===== config.mk =====
export PLATFORM = sky130hd
export DESIGN_NAME = tof_hist_axi_writer
export DESIGN_NICKNAME = d
export VERILOG_FILES = /design/src/rtl/tof_pkg.sv /design/src/rtl/tof_prefetch_fifo.sv /design/src/rtl/tof_hist_axi_writer.sv
export SDC_FILE = /design/constraint.sdc
export NUM_CORES = 1
export LEC_CHECK = 0
export CORE_ASPECT_RATIO = 1.5
export CORE_UTILIZATION = 45
export DETAILED_ROUTE_END_ITERATION = 10
export HOLD_SLACK_MARGIN = 0.06
export PLACE_DENSITY = 0.82
export SLEW_MARGIN = 5
export SYNTH_ARGS = -nofsm -noshare
export SYNTH_HDL_FRONTEND = slang
export SYNTH_HIERARCHICAL = 1
export SYNTH_SLANG_ARGS = --single-unit

===== constraint.sdc =====
create_clock -name clk -period 16.1 [get_ports clk]
set_input_delay 3.22 -clock clk [delete_from_list [all_inputs] [get_ports clk]]
set_output_delay 3.22 -clock clk [all_outputs]
set_load 0.02 [all_outputs]

===== src/rtl/tof_pkg.sv =====
// Shared definitions for the TOF histogram write-back path: AXI encodings,
// frame-area layout and the DRAM address helper.
package tof_pkg;

    localparam logic [2:0]  AXI_SIZE_16B   = 3'b100;
    localparam logic [1:0]  AXI_BURST_INCR = 2'b01;
    localparam logic [1:0]  AXI_RESP_OKAY  = 2'b00;

    localparam logic [31:0] BASE_ADDR = 32'h0001_0000;
    localparam int          BEATS     = 16;

    typedef enum logic [1:0] {
        ST_IDLE = 2'd0,
        ST_AW   = 2'd1,
        ST_W    = 2'd2,
        ST_B    = 2'd3
    } tof_state_e;

    // Each frame owns a 4 KiB slot and each histogram a 256-byte slot in it.
    function automatic logic [31:0] hist_addr(input logic [31:0] base,
                                              input logic [4:0]  frame_id,
                                              input logic [3:0]  hist_id);
        return base + {15'd0, frame_id, 12'h000} + {20'd0, hist_id, 8'h00};
    endfunction

endpackage


===== src/rtl/tof_prefetch_fifo.sv =====
// Two-entry FIFO that holds SRAM beats between the read strobe and the AXI W
// channel. The head is presented combinationally so wdata stays put while stalled.
module tof_prefetch_fifo #(
    parameter int DATA_WIDTH = 128
) (
    input  logic                  clk,
    input  logic                  rst,
    input  logic                  push,
    input  logic [DATA_WIDTH-1:0] din,
    input  logic                  pop,
    output logic [DATA_WIDTH-1:0] dout,
    output logic [1:0]            count,
    output logic                  empty
);

    logic [DATA_WIDTH-1:0] mem [2];
    logic                  wr_ptr;
    logic                  rd_ptr;

    always_ff @(posedge clk or posedge rst) begin
        if (rst) begin
            mem[0] <= '0;
            mem[1] <= '0;
            wr_ptr <= 1'b0;
            rd_ptr <= 1'b0;
            count  <= 2'd0;
        end else begin
            if (push) begin
                mem[wr_ptr] <= din;
                wr_ptr      <= ~wr_ptr;
            end
            if (pop) begin
                rd_ptr <= ~rd_ptr;
            end
            count <= count + {1'b0, push} - {1'b0, pop};
        end
    end

    assign dout  = mem[rd_ptr];
    assign empty = (count == 2'd0);

endmodule


===== src/rtl/tof_hist_axi_writer.sv =====
// Writes one finished 16-beat histogram from local SRAM to DRAM as a single
// AXI4 INCR burst, prefetching SRAM words through a 2-entry FIFO.
module tof_hist_axi_writer
    import tof_pkg::*;
#(
    parameter int          ID_WIDTH   = 4,
    parameter int          ADDR_WIDTH = 32,
    parameter int          DATA_WIDTH = 128,
    parameter logic [31:0] BASE_ADDR  = tof_pkg::BASE_ADDR,
    parameter int          BEATS      = tof_pkg::BEATS
) (
    input  logic                  clk,
    input  logic                  rst,
    input  logic                  req_valid,
    output logic                  req_ready,
    input  logic [4:0]            req_frame_id,
    input  logic [3:0]            req_hist_id,
    output logic                  sram_rd_en,
    output logic [3:0]            sram_rd_addr,
    input  logic [DATA_WIDTH-1:0] sram_rd_data,
    output logic                  busy,
    output logic                  done,
    output logic                  err,
    output logic [ID_WIDTH-1:0]   awid_m_inf,
    output logic [ADDR_WIDTH-1:0] awaddr_m_inf,
    output logic [7:0]            awlen_m_inf,
    output logic [2:0]            awsize_m_inf,
    output logic [1:0]            awburst_m_inf,
    output logic                  awvalid_m_inf,
    input  logic                  awready_m_inf,
    output logic [DATA_WIDTH-1:0] wdata_m_inf,
    output logic                  wlast_m_inf,
    output logic                  wvalid_m_inf,
    input  logic                  wready_m_inf,
    input  logic [ID_WIDTH-1:0]   bid_m_inf,
    input  logic [1:0]            bresp_m_inf,
    input  logic                  bvalid_m_inf,
    output logic                  bready_m_inf,
    output tof_state_e            state_dbg
);

    localparam int CW = $clog2(BEATS + 1);

    tof_state_e            state, next_state;
    logic [CW-1:0]         issued;
    logic [CW-1:0]         beat_cnt;
    logic                  inflight;
    logic [ADDR_WIDTH-1:0] awaddr_q;
    logic                  done_q;
    logic                  err_q;

    logic                  fifo_empty;
    logic [1:0]            fifo_count;
    logic [DATA_WIDTH-1:0] fifo_head;
    logic                  req_fire, aw_fire, w_fire, b_fire, last_beat, rd_issue;
    logic                  unused_bid;

    // Handshake rule on every channel: a transfer happens on a rising edge where
    // valid and ready are both high; valid and payload hold until that edge, and
    // no valid output is derived combinationally from a ready input.
    assign req_fire  = req_valid && req_ready;
    assign aw_fire   = awvalid_m_inf && awready_m_inf;
    assign w_fire    = wvalid_m_inf && wready_m_inf;
    assign b_fire    = bvalid_m_inf && bready_m_inf;
    assign last_beat = (beat_cnt == CW'(BEATS - 1));

    // A pop this cycle frees a slot, so the next read can be issued at once and
    // a continuously-ready W channel never sees a bubble.
    always_comb begin
        rd_issue = 1'b0;
        if ((state == ST_AW || state == ST_W) && (issued < CW'(BEATS))) begin
            rd_issue = ({1'b0, fifo_count} + {2'b00, inflight} - {2'b00, w_fire}) < 3'd2;
        end
    end

    always_comb begin
        next_state    = state;
        req_ready     = 1'b0;
        busy          = 1'b1;
        awvalid_m_inf = 1'b0;
        wvalid_m_inf  = 1'b0;
        wlast_m_inf   = 1'b0;
        bready_m_inf  = 1'b0;
        case (state)
            ST_IDLE: begin
                req_ready = 1'b1;
                busy      = 1'b0;
                if (req_valid) next_state = ST_AW;
            end
            ST_AW: begin
                awvalid_m_inf = 1'b1;
                if (awready_m_inf) next_state = ST_W;
            end
            ST_W: begin
                wvalid_m_inf = !fifo_empty;
                wlast_m_inf  = last_beat;
                if (w_fire && last_beat) next_state = ST_B;
            end
            ST_B: begin
                bready_m_inf = 1'b1;
                if (bvalid_m_inf) next_state = ST_IDLE;
            end
            default: next_state = ST_IDLE;
        endcase
    end

    always_ff @(posedge clk or posedge rst) begin
        if (rst) begin
            state    <= ST_IDLE;
            issued   <= '0;
            beat_cnt <= '0;
            inflight <= 1'b0;
            awaddr_q <= '0;
            done_q   <= 1'b0;
            err_q    <= 1'b0;
        end else begin
            state    <= next_state;
            inflight <= rd_issue;
            done_q   <= b_fire;
            if (req_fire) begin
                issued   <= '0;
                beat_cnt <= '0;
                awaddr_q <= ADDR_WIDTH'(hist_addr(BASE_ADDR, req_frame_id, req_hist_id));
                err_q    <= 1'b0;
            end else begin
                if (rd_issue) issued   <= issued + CW'(1);
                if (aw_fire || w_fire) beat_cnt <= w_fire ? beat_cnt + CW'(1) : beat_cnt;
            end
            if (b_fire && (bresp_m_inf != AXI_RESP_OKAY)) err_q <= 1'b1;
        end
    end

    tof_prefetch_fifo #(
        .DATA_WIDTH(DATA_WIDTH)
    ) u_fifo (
        .clk  (clk),
        .rst  (rst),
        .push (inflight),
        .din  (sram_rd_data),
        .pop  (w_fire),
        .dout (fifo_head),
        .count(fifo_count),
        .empty(fifo_empty)
    );

    assign sram_rd_en    = rd_issue;
    assign sram_rd_addr  = issued[3:0];
    assign done          = done_q;
    assign err           = err_q;
    assign awid_m_inf    = '0;
    assign awaddr_m_inf  = awaddr_q;
    assign awlen_m_inf   = 8'(BEATS - 1);
    assign awsize_m_inf  = AXI_SIZE_16B;
    assign awburst_m_inf = AXI_BURST_INCR;
    assign wdata_m_inf   = fifo_head;
    assign state_dbg     = state;
    assign unused_bid    = ^bid_m_inf;

endmodule


==> impl_metrics.json <==
{
  "outcome": "finished, final reports clean",
  "maxCapViolCount": 0,
  "synth_edf_count": 0,
  "grt_util_met3_pct": 3.52,
  "slew_viol_final": 0,
  "grt_use_met2_pct": 32.9,
  "synth.area.top_cells": "dfrtp_1 51%, mux2_4 24%, mux2_2 12%",
  "crit_chain": "clkdlybuf4s50_1 > nand3b_2 > inv_1 > ha_1 > nand2b_1 > fa_1 > xor2_1 > nor2_1 > clkdlybuf4s50_1",
  "hold_viol": 0,
  "p_clk_share_pct": 15.4,
  "yosys.area.top_type": "dfrtp_1",
  "min_path_type": "flop to flop",
  "cts_root_buffer": "clkbuf_16",
  "swShare_pct": 34.0,
  "setup-violations-final": 0,
  "end_kind": "output pin",
  "netlist.area_leader.share_pct": 51.4,
  "final_layout_size_suffix_gt1_share_pct": 35.4,
  "grt_max_degree": 112,
  "setup_ws_ns": 6.76,
  "gp_congestion": 0.780,
  "switchingPower_uw": 1370,
  "dp_hpwl_um": 19200,
  "p_int_uw": 2660,
  "drt_iter0_markers": 229,
  "ys_types": 42,
  "leakage_uw": 0.00793,
  "drc_errors": 0,
  "rows": 78,
  "layout_worst_path_cycle_share_pct": 58.0,
  "grt_pass1_vias": 8729,
  "insertion_delay_ns": 0.54,
  "drtAntennaViolNets": 0,
  "cts-buffers-inserted": 28,
  "place_inst": 1523,
  "ys.warnings.count": 6,
  "critPathArrivalTime_ns": 6.12,
  "max_clock_freq_mhz": 107,
  "grt_overflow": 0,
  "via_count": 7825,
  "die_x_um": 145,
  "grtUsageMet1_pct": 23.1,
  "setup_tns_ns": 0,
  "path_buf_inv": 3,
  "power.share.sequential_pct": 32.6,
  "cp_top_family": "buffers and inverters",
  "vias_per_cell": 4.97,
  "power_frac_comb_pct": 52.0,
  "wl_per_cell_um": 18.9,
  "io_buffers": 297,
  "firstDrtPassIters": 6,
  "rsz0062_at_grt": "no",
  "synth_seq_cells": 285,
  "critPathRequiredTime_ns": 12.88,
  "routed_wirelength_um": 29700,
  "die_h_um": 217,
  "tightest_slew_ns": 1.09,
  "critPathMaxStageDelay_ns": 0.58,
  "cts_resized": 0,
  "cts_setup_buffers": 0,
  "grt_antenna_before_repair": 1,
  "syn_area_sq_um": 13900,
  "io_pins": 341,
  "ir_drop_uv": 131,
  "areaGrowthSynthToFinish_pct": 26.6,
  "worstPathMaxFanout": 10,
  "crit_path_start_kind": "primary input",
  "multi_input_area_sq_um": 6000,
  "syn_inst": 870,
  "slowest_stage": "clkdlybuf4s50_1",
  "die_area_sq_um": 31500,
  "htree_levels": 1,
  "fin_skew_ns": 0.00653,
  "async_flop_share_pct": 100,
  "nFillCells": 2352,
  "postCtsHoldBufs": 0,
  "synth_flop_cell": "dfrtp_1",
  "initial_core_util_pct": 45.8,
  "worstSetupPathType": "primary input to output pin",
  "hold-worst-slack_ns": 0.475,
  "cts_buffer_depth": 3,
  "dp_slack_ns": 6.76,
  "slew_headroom_pct": 27.1,
  "track_usage_pct": 19.0,
  "crit_top_cell": "clkdlybuf4s50_1",
  "power_density_nw_per_um2": 230,
  "clock-sinks": 285,
  "final_cells": 1574,
  "ys_seq_area_share_pct": 51.4,
  "busiest_layer": "met2",
  "cts_tree": "built",
  "clk_pin_slew_worst_paths_ns": 0.06,
  "layout.nets": 1314,
  "fin_crit_ns": 9.34,
  "syn-mean-instance-area_sq_um": 15.9,
  "grt_pass1_wl_um": 48100,
  "core_area_sq_um": 30300,
  "seq_area_sq_um": 7140
}
## metrics by stage
stage / total power [uW] / instance area [sq um] / util, %
6_report: 4030 / 17600 / 58.0
5_1_grt: 4240 / 17600 / 58.0
4_1_cts: 4070 / 17600 / 58.0
3_5_place_dp: 3410 / 16700 / 55.2
3_3_place_gp: 3360 / 16700 / 55.2
2_1_floorplan: 2660 / 14000 / -
## Yosys cell counts, types with 2 or more instances
cell       n
nand3_1    3
xnor2_1    2
or4_1      2
o21ai_0    4
or3_1      2
inv_1     11
a21oi_1    6
buf_12    11
mux2_1    20
nor2_1     6
o21a_1     2
buf_2     15
o31ai_1    2
buf_8     10
nand2_1   31
buf_4     44
and2_1     3
conb_1     2
nor3_1     2
buf_6      6
dfrtp_1  285
xor2_1     5
ha_1      11
mux2_2   145
nor2b_1    4
mux2_4   220
## routing by layer
metal | up-vias | routed length, um | share of wire (%)
met4 | 0 | 1140 | 3.8
met5 | - | 0 | 0
met2 | 257 | 15000 | 50
met3 | 56 | 1480 | 5.0
met1 | 3993 | 12200 | 41
li1 | 3519 | - | -
## power groups by stage
stage	Sequential, uW	Combinational (uW)	Clock (uW)
2_1_floorplan	1240	1420	0
3_3_place_gp	1290	2070	0
3_5_place_dp	1310	2100	0
4_1_cts	1310	2120	644
5_1_grt	1360	2210	674
6_report	1310	2100	621
## layout by cell type, fill, tap and decap left out, types with 2 or more instances in the layout
master             n
clkdlybuf4s50_1  297
dfrtp_1          284
mux2_4           220
mux2_2           145
conb_1            39
nand2_1           31
clkbuf_16         29
mux2_1            20
clkbuf_1          15
ha_1              11
inv_1             10
buf_4              7
nor2_1             6
a21oi_1            6
xor2_1             5
nor2b_1            4
o21ai_0            4
nand3_1            3
and2_1             3
diode_2            2
nor3_1             2
o21a_1             2
or3_1              2
o31ai_1            2
or4_1              2
clkinv_2           2
clkbuf_8           2
xnor2_1            2
## worst paths after layout
kind,depth (start not counted),slack [ns],end,startpoint
max reg2reg,10,13.05,issued[3],state_dbg[0]
min reg2reg,2,0.48,awaddr_m_inf[17],awaddr_m_inf[17]
max in group asynchronous,3,11.33,u_fifo/mem[38],rst
min in group asynchronous,2,3.20,u_fifo/mem[135],rst
max,9,6.76,sram_rd_en,wready_m_inf
min,2,0.48,awaddr_m_inf[17],awaddr_m_inf[17]
## cells by family after synthesis
| group | share of synthesized area [%] |
|---|---|
| adders and majority gates | 1.14 |
| DFF | 51.4 |
| other | 0.0542 |
| AOI/OAI and AO/OA | 0.839 |
| buffers and inverters | 6.43 |
| and+or+nand+nor | 2.38 |
| muxes | 37.3 |
| xor gates and xnor gates | 0.442 |
## flip-flops by register name (all words and copies together), names as in the netlist
| name | cells |
|---|---|
| awaddr_m_inf | 10 |
| beat_cnt | 5 |
| done | 1 |
| err | 1 |
| inflight | 1 |
| issued | 5 |
| state_dbg | 2 |
| u_fifo/count | 2 |
| u_fifo/mem | 256 |
| u_fifo/rd_ptr | 1 |
| u_fifo/wr_ptr | 1 |
## layout make-up
class | count | area share [%]
well taps | 400 | 2.85
repair buffers | 304 | 17.2
clock inverters | 3 | 0.228
flip-flops and latches | 285 | 40.6
diodes | 2 | 0.0285
inverters | 11 | 0.278
multi-input cells | 523 | 34.1
clock buffers | 46 | 4.61
## worst register-to-register path: stages (launching register included)
cell,delay [ns]
dfrtp_1,0.43
inv_1,0.12
ha_1,0.31
nand3b_2,0.20
inv_1,0.16
ha_1,0.24
nand2b_1,0.15
fa_1,0.40
xor2_1,0.26
or4_1,0.55
a21oi_1,0.15
No activity file was read; power rests on OpenSTA's default activity.
